`src/rtl/clk_gen_pkg.sv`:
```
// Shared types and helpers for the generated-clock sequencer.
package clk_gen_pkg;

  typedef enum logic [2:0] {
    ST_OFF,
    ST_RUN,
    ST_DRAIN,
    ST_LOAD,
    ST_SETTLE
  } state_t;

  localparam int DIV_MIN = 2;

  function automatic logic div_legal(input logic [31:0] div);
    return div >= 32'(DIV_MIN);
  endfunction

endpackage

```
`src/rtl/clk_div_core.sv`:
```
// Integer divider: period counter, registered divided clock and end-of-period strobe.
module clk_div_core #(
  parameter int DIV_W = 8
) (
  input  logic             clk_in,
  input  logic             rst_n,
  input  logic             en,
  input  logic             clr,
  input  logic [DIV_W-1:0] div,
  output logic             clk_div_out,
  output logic             clk_en_pulse,
  output logic             period_end
);

  localparam logic [DIV_W-1:0] ONE = DIV_W'(1);

  logic [DIV_W-1:0] cnt;
  logic [DIV_W-1:0] last_cnt;
  logic [DIV_W-1:0] half;

  assign last_cnt   = div - ONE;
  assign half       = div >> 1;
  assign period_end = en && (cnt >= last_cnt);

  // Outputs are registered from the current count, so the divided clock and
  // its strobe trail cnt by one clk_in cycle but stay aligned with each other.
  always_ff @(posedge clk_in or negedge rst_n) begin
    if (!rst_n) begin
      cnt          <= '0;
      clk_div_out  <= 1'b0;
      clk_en_pulse <= 1'b0;
    end else if (clr) begin
      cnt          <= '0;
      clk_div_out  <= 1'b0;
      clk_en_pulse <= 1'b0;
    end else if (en) begin
      cnt          <= period_end ? '0 : cnt + ONE;
      clk_div_out  <= (cnt < half);
      clk_en_pulse <= period_end;
    end else begin
      clk_div_out  <= 1'b0;
      clk_en_pulse <= 1'b0;
    end
  end

endmodule

```
`src/rtl/clk_gen_ctrl.sv`:
```
// Generated-clock sequencer: glitch-free ratio changes via drain, gate, load, settle.
module clk_gen_ctrl
  import clk_gen_pkg::*;
#(
  parameter int DIV_W       = 8,
  parameter int SETTLE_CYC  = 4,
  parameter int DEFAULT_DIV = 2
) (
  input  logic             clk_in,
  input  logic             rst_n,
  input  logic             run,
  input  logic             cfg_req,
  input  logic [DIV_W-1:0] cfg_div,
  output logic             cfg_ack,
  output logic             cfg_err,
  output logic             clk_div_out,
  output logic             clk_en_pulse,
  output logic             gate_en,
  output logic             busy,
  output logic [DIV_W-1:0] cur_div
);

  localparam int SC_W = (SETTLE_CYC > 1) ? $clog2(SETTLE_CYC) : 1;
  localparam logic [SC_W-1:0] SC_LAST = SC_W'(SETTLE_CYC - 1);

  state_t          state;
  logic            req_pend;
  logic [SC_W-1:0] settle_cnt;
  logic            req_new;
  logic            legal;
  logic            cnt_en;
  logic            period_end;

  // The requester still holds cfg_req in the ack cycle, so it is not a new request.
  assign req_new = cfg_req && !cfg_ack;
  assign legal   = div_legal(32'(cfg_div));
  assign cnt_en  = (state == ST_RUN) || (state == ST_DRAIN);
  assign gate_en = (state == ST_RUN);
  assign busy    = (state == ST_DRAIN) || (state == ST_LOAD) || (state == ST_SETTLE);

  clk_div_core #(
    .DIV_W(DIV_W)
  ) u_core (
    .clk_in      (clk_in),
    .rst_n       (rst_n),
    .en          (cnt_en),
    .clr         (!cnt_en),
    .div         (cur_div),
    .clk_div_out (clk_div_out),
    .clk_en_pulse(clk_en_pulse),
    .period_end  (period_end)
  );

  always_ff @(posedge clk_in or negedge rst_n) begin
    if (!rst_n) begin
      state      <= ST_OFF;
      req_pend   <= 1'b0;
      settle_cnt <= '0;
      cur_div    <= DIV_W'(DEFAULT_DIV);
      cfg_ack    <= 1'b0;
      cfg_err    <= 1'b0;
    end else begin
      cfg_ack <= 1'b0;
      cfg_err <= 1'b0;
      case (state)
        ST_OFF: begin
          if (req_new) begin
            if (legal) begin
              state <= ST_LOAD;
            end else begin
              cfg_ack <= 1'b1;
              cfg_err <= 1'b1;
            end
          end else if (run) begin
            state <= ST_RUN;
          end
        end
        ST_RUN: begin
          if (req_new) begin
            state    <= ST_DRAIN;
            req_pend <= 1'b1;
          end else if (!run) begin
            state    <= ST_DRAIN;
            req_pend <= 1'b0;
          end
        end
        ST_DRAIN: begin
          // Only leave at a period boundary so the divided clock never emits a runt.
          if (period_end) begin
            req_pend <= 1'b0;
            if (req_pend && legal) begin
              state <= ST_LOAD;
            end else begin
              if (req_pend) begin
                cfg_ack <= 1'b1;
                cfg_err <= 1'b1;
              end
              state <= run ? ST_RUN : ST_OFF;
            end
          end
        end
        ST_LOAD: begin
          cur_div    <= cfg_div;
          settle_cnt <= '0;
          state      <= ST_SETTLE;
        end
        ST_SETTLE: begin
          if (settle_cnt == SC_LAST) begin
            cfg_ack <= 1'b1;
            state   <= run ? ST_RUN : ST_OFF;
          end else begin
            settle_cnt <= settle_cnt + SC_W'(1);
          end
        end
        default: state <= ST_OFF;
      endcase
    end
  end

endmodule
```
`config.mk`:
```
export PLATFORM = sky130hd
export DESIGN_NAME = clk_gen_ctrl
export DESIGN_NICKNAME = d
export VERILOG_FILES = /design/src/rtl/clk_gen_pkg.sv /design/src/rtl/clk_div_core.sv /design/src/rtl/clk_gen_ctrl.sv
export SDC_FILE = /design/constraint.sdc
export NUM_CORES = 1
export LEC_CHECK = 0
export ABC_CLOCK_PERIOD_IN_PS = 4500
export CAP_MARGIN = 20
export CORE_MARGIN = 2
export CORE_UTILIZATION = 40
export DETAILED_ROUTE_END_ITERATION = 16
export GPL_ROUTABILITY_DRIVEN = 1
export HOLD_SLACK_MARGIN = 0.08
export PLACE_DENSITY = 0.71
export RECOVER_POWER = 100
export SLEW_MARGIN = 10
export SYNTH_ARGS = -nofsm -noshare
export SYNTH_HDL_FRONTEND = slang
export SYNTH_SLANG_ARGS = --single-unit
```
`constraint.sdc`:
```
create_clock -name clk_in -period 4.5 [get_ports clk_in]
set_clock_uncertainty 0.15 [all_clocks]
set_input_delay 1.35 -clock clk_in [delete_from_list [all_inputs] [get_ports clk_in]]
set_output_delay 1.35 -clock clk_in [all_outputs]
set_load 0.005 [all_outputs]
```
==> metrics.cfg <==
[synth]
yosys-top-cells-count=dfrtp_1, ha_1, nor2_1
yosysMostFrequentCell=dfrtp_1
ys_async_sr_fraction_pct=100
yosysTopAreaCell=dfrtp_1
synth.yosys.seq_area_share_pct=38.1
synth_cell_types=44
netlist_area_um2=1710
synth_edf_count=0
synth_top_cells_by_area=dfrtp_1, ha_1, mux2_2
synth_nets=204
synth_ff_type=dfrtp_1
synth_cells=175
synth_top_cell_area_share_pct=36.6
synth-seq-cells=26
synth.avg_cell_area_um2=9.77
yosys_warnings=0

[critical_path]
crit_slowest_cell=nor3b_1
critPathRequiredTime_ns=3.00
cp.arrival_ns=2.17
crit_type=reg2out
end_kind=output port
start_kind=register
critPathLaunch=state[0]$_DFFE_PN0P_
worstPathCellList=nor3b_1, clkdlybuf4s50_1
rr_startpoint=cur_div[5]$_DFFE_PN0P_
crit_fanout=13
slowest_delay_ns=0.65

[sta]
worst_slack_ns=0.828
whs_ns=0.385
slew_viol_final=0
max-slew-margin-rel_pct=5.41
finalWorstPathRequiredPeriod_ns=3.67
hold_viol_final=0
tns_ns=0
fin_crit_sh_pct=81.6
setup_viol=0
rsz0062_at_grt=no
worst_pin_slew_ns=1.42
clock.fmax_ghz=0.272

[clock_tree]
clkSinkCount=26
cts-root-buf=clkbuf_8
clk_path_buf_depth=2
clk_latency_ns=0.27
cts_max_level=1
clkTransAtPathRegs_ns=0.09
holdBufCountCts=0
post_cts.repair.setup_buffers=0
postCtsResizedCells=0
numCtsBuffers=3
cts_tree=built

[flow_run]
cap_violations=0

[global_route]
antenna_found_initial=0
grt_max_degree=27
grt_pass1_wl_mm=6.20
grt_usage_pct=15.9
grt_pass1_vias=1375
grt_overflow=0

[layout]
drive_above_1_share_pct=7.43
final-seq-area_um2=652
fin_nets=232
nFillCells=377
antennaDiodeCount=0
area_growth_pct=20.3
multi_input_area_um2=996

[route]
wl_per_cell_um=14.1
vias=1356
via_per_inst=5.38
firstDrtPassIters=4
drc=0
finalWirelength_mm=3.56
ant_nets=0
first_iter_violations=42

[die]
pin_count=26
coreArea_um2=4060
die_h_um=69.4
die-width_um=69.4
initial_core_util_pct=42.2
dieArea_um2=4810
fp-row-count=23

[outcome]
status=finished, final reports clean

[min_path]
min_path_type=reg2reg
hold_start=cur_div[6]$_DFFE_PN0P_

[pwr]
powerDensity_nw_per_um2=585
p_total_mw=1.20
p_leak_nw=0.943
peakVddDrop_mv=0.306

[placement]
gp_congestion=0.793
port_buffers=25
post-place-ws_ns=1.23
dpl.hpwl_mm=2.65

==> per-stage QoR <==
stage | instances | utilization [%] | instance area, um2
2_1_floorplan | 175 | - | 1710
3_3_place_gp | 248 | 49.7 | 2020
3_5_place_dp | 248 | 49.7 | 2020
4_1_cts | 252 | 51.1 | 2070
5_1_grt | 252 | 50.7 | 2060
6_report | 252 | 50.7 | 2060
==> layout by cell type (no fill, tap or decap), drive strengths merged, types with 2 or more instances in the layout <==
| cell | instances |
|---|---|
| clkdlybuf4s50 | 4 |
| dfrtp | 25 |
| o31ai | 2 |
| nor4 | 2 |
| nor3 | 2 |
| nand4 | 2 |
| ha | 17 |
| inv | 10 |
| xnor2 | 7 |
| or4 | 2 |
| nand2 | 13 |
| nor2b | 6 |
| o32a | 2 |
| o21ai | 4 |
| clkbuf | 5 |
| a211oi | 2 |
| a21oi | 7 |
| nand2b | 6 |
| a2111oi | 2 |
| xor2 | 6 |
| dlygate4sd3 | 21 |
| a21o | 2 |
| o21a | 3 |
| nand3 | 8 |
| mux2 | 8 |
| and3 | 4 |
| nor2 | 15 |
| nor3b | 2 |
==> per-layer routing <==
metal,part of all wire (%),up-vias,track usage [%]
met1,46,639,20.5
li1,-,685,-
met4,1.4,0,5.23
met2,49,27,27.7
met5,0,-,0
met3,3.3,5,1.74
==> final cells by class <==
| class | instances | area share (%) |
|---|---|---|
| multi-input combinational | 136 | 48.4 |
| sequential | 26 | 31.7 |
| tap | 50 | 3.04 |
| clock buffer | 4 | 2.68 |
| timing repair buffer | 26 | 12.3 |
| inverter | 10 | 1.82 |
==> report_power, final <==
group / total [mW] / internal, mW / leakage, nW / switching (mW)
clock: 0.154 / 0.0783 / 0.0288 / 0.0758
sequential: 0.419 / 0.307 / 0.328 / 0.112
combinational: 0.630 / 0.331 / 0.586 / 0.299
==> sequential cells by signal (all words and copies together), names as in the netlist <==
name,cells
cur_div,8
u_core.cnt,8
state,3
settle_cnt,2
cfg_ack,1
cfg_err,1
req_pend,1
u_core.clk_div_out,1
u_core.clk_en_pulse,1
==> kinds of logic (layout without fill, tap and decap cells) <==
logic type	count (synthesis)	in the layout	synth area share, %
flops	26	26	38.1
mux	8	8	5.27
xor+xnor	13	13	6.66
buf+inv	13	40	2.93
compound gates	33	33	14.3
simple gates	65	65	20.3
fa+ha+maj	17	17	12.4
==> path summary, 6_finish.rpt <==
path	end	slack [ns]	cells past startpoint
worst max-delay path	gate_en	0.83	2
worst min-delay path	cur_div[6]$_DFFE_PN0P_	0.38	1
worst max register to register	u_core.cnt[3]$_DFF_PN0_	1.40	7
worst min register to register	cur_div[6]$_DFFE_PN0P_	0.38	1
max in group asynchronous	u_core.clk_div_out$_DFF_PN0_	1.59	2
min in group asynchronous	u_core.clk_en_pulse$_DFF_PN0_	1.78	2
==> worst max-delay path, delay by kind of cell, from the launching register on <==
kind,cells,cell delay (ns)
buffers and inverters,1,0.63
DFF,1,0.61
and+or+nand+nor,1,0.65
Note: power is estimated with default switching activity, not from simulation.
